## config.mk

```make
export PLATFORM = sky130hd
export DESIGN_NAME = tcm_pmem_axi_port
export DESIGN_NICKNAME = d
export VERILOG_FILES = /design/src/rtl/tcm_pmem_pkg.sv /design/src/rtl/tcm_pmem_arb.sv /design/src/rtl/tcm_pmem_axi_port.sv
export SDC_FILE = /design/constraint.sdc
export NUM_CORES = 1
export LEC_CHECK = 0
export ABC_AREA = 1
export CORE_AREA = 2 2 96 98
export CTS_BUF_LIST = sky130_fd_sc_hd__clkbuf_4 sky130_fd_sc_hd__clkbuf_8
export CTS_CLUSTER_DIAMETER = 60
export CTS_CLUSTER_SIZE = 10
export DETAILED_ROUTE_END_ITERATION = 8
export DIE_AREA = 0 0 98 100
export PLACE_DENSITY = 0.87
export SYNTH_ARGS = -nofsm -noshare
export SYNTH_HDL_FRONTEND = slang
export SYNTH_HIERARCHICAL = 1
export SYNTH_SLANG_ARGS = --single-unit
```

## constraint.sdc

```tcl
create_clock -name clk_i -period 6.06 [get_ports clk_i]
set_clock_uncertainty 0.05 [all_clocks]
set_input_delay 1.212 -clock clk_i [delete_from_list [all_inputs] [get_ports clk_i]]
set_output_delay 1.212 -clock clk_i [all_outputs]
set_load 0.005 [all_outputs]
```

## src/rtl/tcm_pmem_pkg.sv

```systemverilog
// Shared constants and types for the TCM program-memory AXI slave port.
package tcm_pmem_pkg;

    localparam logic [1:0] AXI_RESP_OKAY   = 2'b00;
    localparam logic [1:0] AXI_RESP_SLVERR = 2'b10;

    localparam int unsigned ARB_WRITE_PRIO  = 0;
    localparam int unsigned ARB_ROUND_ROBIN = 1;

    typedef enum logic [1:0] {
        ST_IDLE,
        ST_RD_WAIT,
        ST_RD_RESP,
        ST_WR_RESP
    } tcm_port_state_t;

    typedef enum logic {
        GRANT_READ  = 1'b0,
        GRANT_WRITE = 1'b1
    } tcm_grant_t;

endpackage

```

## src/rtl/tcm_pmem_arb.sv

```systemverilog
// Two-requester grant logic: fixed write priority or alternating on contention.
module tcm_pmem_arb
    import tcm_pmem_pkg::*;
#(
    parameter int unsigned ARB_MODE = ARB_WRITE_PRIO
) (
    input  logic clk_i,
    input  logic rst_i,
    input  logic en_i,
    input  logic wr_req_i,
    input  logic rd_req_i,
    output logic wr_gnt_o,
    output logic rd_gnt_o
);

    tcm_grant_t last_grant_q, last_grant_d;

    always_comb begin
        wr_gnt_o = 1'b0;
        rd_gnt_o = 1'b0;
        if (en_i) begin
            if (wr_req_i && rd_req_i && (ARB_MODE == ARB_ROUND_ROBIN)) begin
                wr_gnt_o = (last_grant_q == GRANT_READ);
                rd_gnt_o = (last_grant_q == GRANT_WRITE);
            end else begin
                wr_gnt_o = wr_req_i;
                rd_gnt_o = rd_req_i && !wr_req_i;
            end
        end
        last_grant_d = last_grant_q;
        if (wr_gnt_o) begin
            last_grant_d = GRANT_WRITE;
        end else if (rd_gnt_o) begin
            last_grant_d = GRANT_READ;
        end
    end

    always_ff @(posedge clk_i) begin
        if (rst_i) begin
            last_grant_q <= GRANT_READ;
        end else begin
            last_grant_q <= last_grant_d;
        end
    end

endmodule

```

## src/rtl/tcm_pmem_axi_port.sv

```systemverilog
// Single-beat AXI4 slave port arbitrating reads and writes onto one TCM SRAM port.
module tcm_pmem_axi_port
    import tcm_pmem_pkg::*;
#(
    parameter int unsigned ADDR_W     = 32,
    parameter int unsigned DATA_W     = 32,
    parameter int unsigned MEM_ADDR_W = 14,
    parameter int unsigned ID_W       = 4,
    parameter int unsigned ARB_MODE   = ARB_WRITE_PRIO
) (
    input  logic                    clk_i,
    input  logic                    rst_i,
    input  logic                    axi_awvalid_i,
    output logic                    axi_awready_o,
    input  logic [ADDR_W-1:0]       axi_awaddr_i,
    input  logic [ID_W-1:0]         axi_awid_i,
    input  logic                    axi_wvalid_i,
    output logic                    axi_wready_o,
    input  logic [DATA_W-1:0]       axi_wdata_i,
    input  logic [DATA_W/8-1:0]     axi_wstrb_i,
    output logic                    axi_bvalid_o,
    input  logic                    axi_bready_i,
    output logic [1:0]              axi_bresp_o,
    output logic [ID_W-1:0]         axi_bid_o,
    input  logic                    axi_arvalid_i,
    output logic                    axi_arready_o,
    input  logic [ADDR_W-1:0]       axi_araddr_i,
    input  logic [ID_W-1:0]         axi_arid_i,
    output logic                    axi_rvalid_o,
    input  logic                    axi_rready_i,
    output logic [DATA_W-1:0]       axi_rdata_o,
    output logic [1:0]              axi_rresp_o,
    output logic [ID_W-1:0]         axi_rid_o,
    output logic                    axi_rlast_o,
    output logic [MEM_ADDR_W-1:0]   ram_addr_o,
    output logic [DATA_W/8-1:0]     ram_wr_o,
    output logic                    ram_rd_o,
    output logic [DATA_W-1:0]       ram_wdata_o,
    input  logic [DATA_W-1:0]       ram_rdata_i
);

    localparam int unsigned OFF = $clog2(DATA_W / 8);
    localparam int unsigned TOP = MEM_ADDR_W + OFF;

    tcm_port_state_t       state_q, state_d;
    logic                  en_q;
    logic [ID_W-1:0]       bid_q, bid_d, rid_q, rid_d;
    logic [1:0]            bresp_q, bresp_d, rresp_q, rresp_d;
    logic [DATA_W-1:0]     rdata_q, rdata_d;
    logic                  rd_oor_q, rd_oor_d;
    logic [MEM_ADDR_W-1:0] ram_addr_q, ram_addr_d;
    logic                  accept, wr_gnt, rd_gnt, aw_oor, ar_oor;
    logic                  unused_addr_lsbs;

    assign aw_oor           = |(axi_awaddr_i >> TOP);
    assign ar_oor           = |(axi_araddr_i >> TOP);
    assign unused_addr_lsbs = ^{axi_awaddr_i[OFF-1:0], axi_araddr_i[OFF-1:0]};

    // en_q holds off acceptance for one cycle after reset so no strobe follows it directly.
    always_comb begin
        accept = 1'b0;
        if (!rst_i && en_q) begin
            case (state_q)
                ST_IDLE:    accept = 1'b1;
                ST_WR_RESP: accept = axi_bready_i;
                ST_RD_RESP: accept = axi_rready_i;
                default:    accept = 1'b0;
            endcase
        end
    end

    tcm_pmem_arb #(
        .ARB_MODE(ARB_MODE)
    ) u_arb (
        .clk_i    (clk_i),
        .rst_i    (rst_i),
        .en_i     (accept),
        .wr_req_i (axi_awvalid_i && axi_wvalid_i),
        .rd_req_i (axi_arvalid_i),
        .wr_gnt_o (wr_gnt),
        .rd_gnt_o (rd_gnt)
    );

    always_comb begin
        state_d    = state_q;
        bid_d      = bid_q;
        rid_d      = rid_q;
        bresp_d    = bresp_q;
        rresp_d    = rresp_q;
        rdata_d    = rdata_q;
        rd_oor_d   = rd_oor_q;
        ram_addr_d = ram_addr_q;
        ram_wr_o   = '0;
        ram_rd_o   = 1'b0;

        case (state_q)
            ST_WR_RESP: if (axi_bready_i) state_d = ST_IDLE;
            ST_RD_WAIT: begin
                state_d = ST_RD_RESP;
                rdata_d = rd_oor_q ? '0 : ram_rdata_i;
            end
            ST_RD_RESP: if (axi_rready_i) state_d = ST_IDLE;
            default:    state_d = ST_IDLE;
        endcase

        // A grant overrides the return to idle so a new request starts in the same cycle.
        if (wr_gnt) begin
            state_d    = ST_WR_RESP;
            bid_d      = axi_awid_i;
            bresp_d    = aw_oor ? AXI_RESP_SLVERR : AXI_RESP_OKAY;
            ram_addr_d = axi_awaddr_i[TOP-1:OFF];
            ram_wr_o   = aw_oor ? '0 : axi_wstrb_i;
        end else if (rd_gnt) begin
            state_d    = ST_RD_WAIT;
            rid_d      = axi_arid_i;
            rresp_d    = ar_oor ? AXI_RESP_SLVERR : AXI_RESP_OKAY;
            rd_oor_d   = ar_oor;
            ram_addr_d = axi_araddr_i[TOP-1:OFF];
            ram_rd_o   = !ar_oor;
        end
    end

    always_ff @(posedge clk_i) begin
        if (rst_i) begin
            state_q    <= ST_IDLE;
            en_q       <= 1'b0;
            bid_q      <= '0;
            rid_q      <= '0;
            bresp_q    <= AXI_RESP_OKAY;
            rresp_q    <= AXI_RESP_OKAY;
            rdata_q    <= '0;
            rd_oor_q   <= 1'b0;
            ram_addr_q <= '0;
        end else begin
            state_q    <= state_d;
            en_q       <= 1'b1;
            bid_q      <= bid_d;
            rid_q      <= rid_d;
            bresp_q    <= bresp_d;
            rresp_q    <= rresp_d;
            rdata_q    <= rdata_d;
            rd_oor_q   <= rd_oor_d;
            ram_addr_q <= ram_addr_d;
        end
    end

    assign axi_awready_o = wr_gnt;
    assign axi_wready_o  = wr_gnt;
    assign axi_arready_o = rd_gnt;
    assign axi_bvalid_o  = (state_q == ST_WR_RESP);
    assign axi_bresp_o   = bresp_q;
    assign axi_bid_o     = bid_q;
    assign axi_rvalid_o  = (state_q == ST_RD_RESP);
    assign axi_rdata_o   = rdata_q;
    assign axi_rresp_o   = rresp_q;
    assign axi_rid_o     = rid_q;
    assign axi_rlast_o   = 1'b1;
    assign ram_addr_o    = ram_addr_d;
    assign ram_wdata_o   = axi_wdata_i;

endmodule

```

==> flow_summary_export.csv <==
group,metric,value,unit
cts,postCtsSetupBuffers,0,
final_layout,final_cell_area,4510,sq um
placement,placed_area,4310,sq um
worst_setup_path,arrival,3.74,ns
die,ios,248,
cts,cts_hold_buf,0,
logic_synthesis,ys_seq_area_share,43.4,%
worst_setup_path,required,4.80,ns
worst_setup_path,startpoint,"rst_i",
power_and_ir_drop,power.total,0.924,mW
detailed_routing,drt-total-wl,7.70,mm
power_and_ir_drop,leakagePower,2.00,nW
logic_synthesis,synth-seq-cells,59,
cts,clock_path_buffers,2,
global_routing,gr-usage-met3,5.78,%
worst_setup_path,path_max_fanout,16,
global_routing,grt_pass1_vias,2867,
cts,cts_sinks,59,
detailed_routing,wl_per_cell,11.9,um
placement,gp_congestion,0.886,
die,start_util,30.6,%
global_routing,grt_use_total,15.7,%
cts,cts-root-buf,"clkbuf_8",
cts,clock_latency,0.32,ns
global_routing,antenna_found_initial,0,
sta,setup_viol,0,
final_layout,areaGrowthSynthToFinish,65.7,%
final_layout,final_common_cell,"clkdlybuf4s50_1",
outcome,outcome,"finished, final reports clean",
worst_setup_path,cp-endpoint,"ram_addr_o[5]",
sta,max_freq,200,MHz
placement,io_buffer_count,176,
logic_synthesis,yosysWarningCount,6,
sta,setup_tns,0,ns
cts,cts_tree,"yes",
detailed_routing,drc,0,
worst_setup_path,path_class,"input pin to output port",
sta,min_period,5.01,ns
die,die_area,9800,sq um
global_routing,groute.layer.met1.usage,16.8,%
final_layout,diodes,0,
worst_setup_path,reg2reg_from,"state_q[1]$_SDFFE_PP0P_",
power_and_ir_drop,power_density,205,nW/um^2
sta,worst_pin_slew,1.19,ns
cts,h-tree-depth,3,
final_layout,drive_above_1_share,4.66,%
global_routing,grt.busiest_layer,"met2",
power_and_ir_drop,peakVddDrop,0.0970,mV
cts,cts_buffers,9,
worst_setup_path,r2r_cells,11,
detailed_routing,vias,2760,
detailed_routing,drt-vias-per-instance,4.27,
logic_synthesis,synthCells,390,
sta,finalMaxSlewViolations,0,
die,rows,35,
detailed_routing,drt_iter0_markers,80,
die,die-height,100,um
sta,finalHoldViolations,0,
detailed_routing,firstDrtPassIters,4,
logic_synthesis,netlist_area,2720,sq um
logic_synthesis,syn_avg_cell_area,6.98,sq um
die,die_w,98,um
worst_setup_path,startpoint_type,"input pin",
global_routing,use_met2,28.5,%
sta,rsz0062_at_grt,"false",
worst_setup_path,crit_path_end_kind,"output port",
logic_synthesis,synthDistinctLibCells,20,
sta,fin_crit_sh,82.6,%
cts,clkTransAtPathRegs,0.06,ns
placement,hpwl,6.16,mm
global_routing,grt_max_degree,33,
global_routing,overflow,0,
cts,ctsResizeCount,0,
sta,max_slew_margin,20.8,%
die,core,8890,sq um
min_path,hold_path.class,"flip-flop to flip-flop",
global_routing,grt_pass1_wl,12.6,mm
final_layout,nets,679,
worst_setup_path,rrSetupSlack,3.88,ns
worst_setup_path,r2r-end,"ram_addr_q[6]$_SDFF_PP0_",
detailed_routing,ant_nets,0,
final_layout,final_cell_mix,"clkdlybuf4s50_1, inv_1, nand2_1",
flow_run,max-cap-violations,0,
-- metal layers --
metal / routed length (um) / up-vias
li1: - / 1408
met1: 3030 / 1202
met2: 3820 / 133
met3: 704 / 17
met4: 143 / 0
met5: 0 / -
-- registers in the layout, indices dropped and copies added, names as in the netlist --
name         cells
axi_bid_o        4
axi_bresp_o      1
axi_rdata_o     32
axi_rid_o        4
axi_rresp_o      1
en_q             1
ram_addr_q      14
state_q          2
-- how the worst min path moves through the flow --
stage	start	end	slack, ns	cells after the start
finish	axi_rdata_o[9]$_SDFFE_PP0N_	axi_rdata_o[9]$_SDFFE_PP0N_	0.42	2
global route	axi_rdata_o[20]$_SDFFE_PP0N_	axi_rdata_o[20]$_SDFFE_PP0N_	0.45	2
CTS	axi_rdata_o[9]$_SDFFE_PP0N_	axi_rdata_o[9]$_SDFFE_PP0N_	0.42	2
detailed placement	axi_rdata_o[13]$_SDFFE_PP0N_	axi_rdata_o[13]$_SDFFE_PP0N_	0.42	2
global placement	axi_rdata_o[28]$_SDFFE_PP0N_	axi_rdata_o[28]$_SDFFE_PP0N_	0.41	2
floorplan	axi_rdata_o[11]$_SDFFE_PP0N_	axi_rdata_o[11]$_SDFFE_PP0N_	0.42	2
-- cell type report --
class / count / area, sq um
clock buffers: 13 / 166
clock inverters: 2 / 35.0
flip-flops and latches: 59 / 1180
well taps: 111 / 139
repair buffers: 179 / 1780
inverters: 97 / 364
multi-input cells: 186 / 841
fillers: 814 / 4380
-- worst max-delay path: stages --
cell	delay [ns]
clkdlybuf4s50_1	0.54
inv_1	0.09
o21ai_2	0.07
nor3b_1	0.09
nand2_1	0.07
inv_1	0.14
buf_4	0.25
nor2_2	0.51
nand2_1	0.11
nand3_1	0.15
clkdlybuf4s50_1	0.52
-- report_power, final --
group | internal, mW | total, mW | switching (mW)
Sequential | 0.402 | 0.408 | 0.00616
Clock | 0.219 | 0.357 | 0.139
Combinational | 0.105 | 0.158 | 0.0536
-- cell families after synthesis --
family	Yosys count	synth area share, %
compound gates	43	9.51
buf+inv	146	25.9
flops	59	43.4
other cells	2	0.276
simple gates	140	21.0
-- Yosys cell counts (all sizes together) --
library cell	number	area, sq um
conb	2	7.51
nor2	45	174
a21oi	2	10.0
nor3b	1	7.51
clkbuf	3	11.3
o22ai	32	200
nand3	19	95.1
dfxtp	59	1180
nand2	72	278
and2	1	6.26
nor3	2	10.0
buf	46	329
o21ai	9	48.8
inv	97	364
-- metrics by stage --
step	setup slack, ns	utilization (%)	hold WS, ns	std cells
2_1_floorplan	2.35	-	0.417	391
5_1_grt	0.782	50.7	0.453	647
4_1_cts	0.990	50.7	0.424	647
3_5_place_dp	1.01	48.5	0.415	632
6_report	1.05	50.7	0.422	647
3_3_place_gp	1.05	48.5	0.408	632
(Power assumes the default switching activity.)
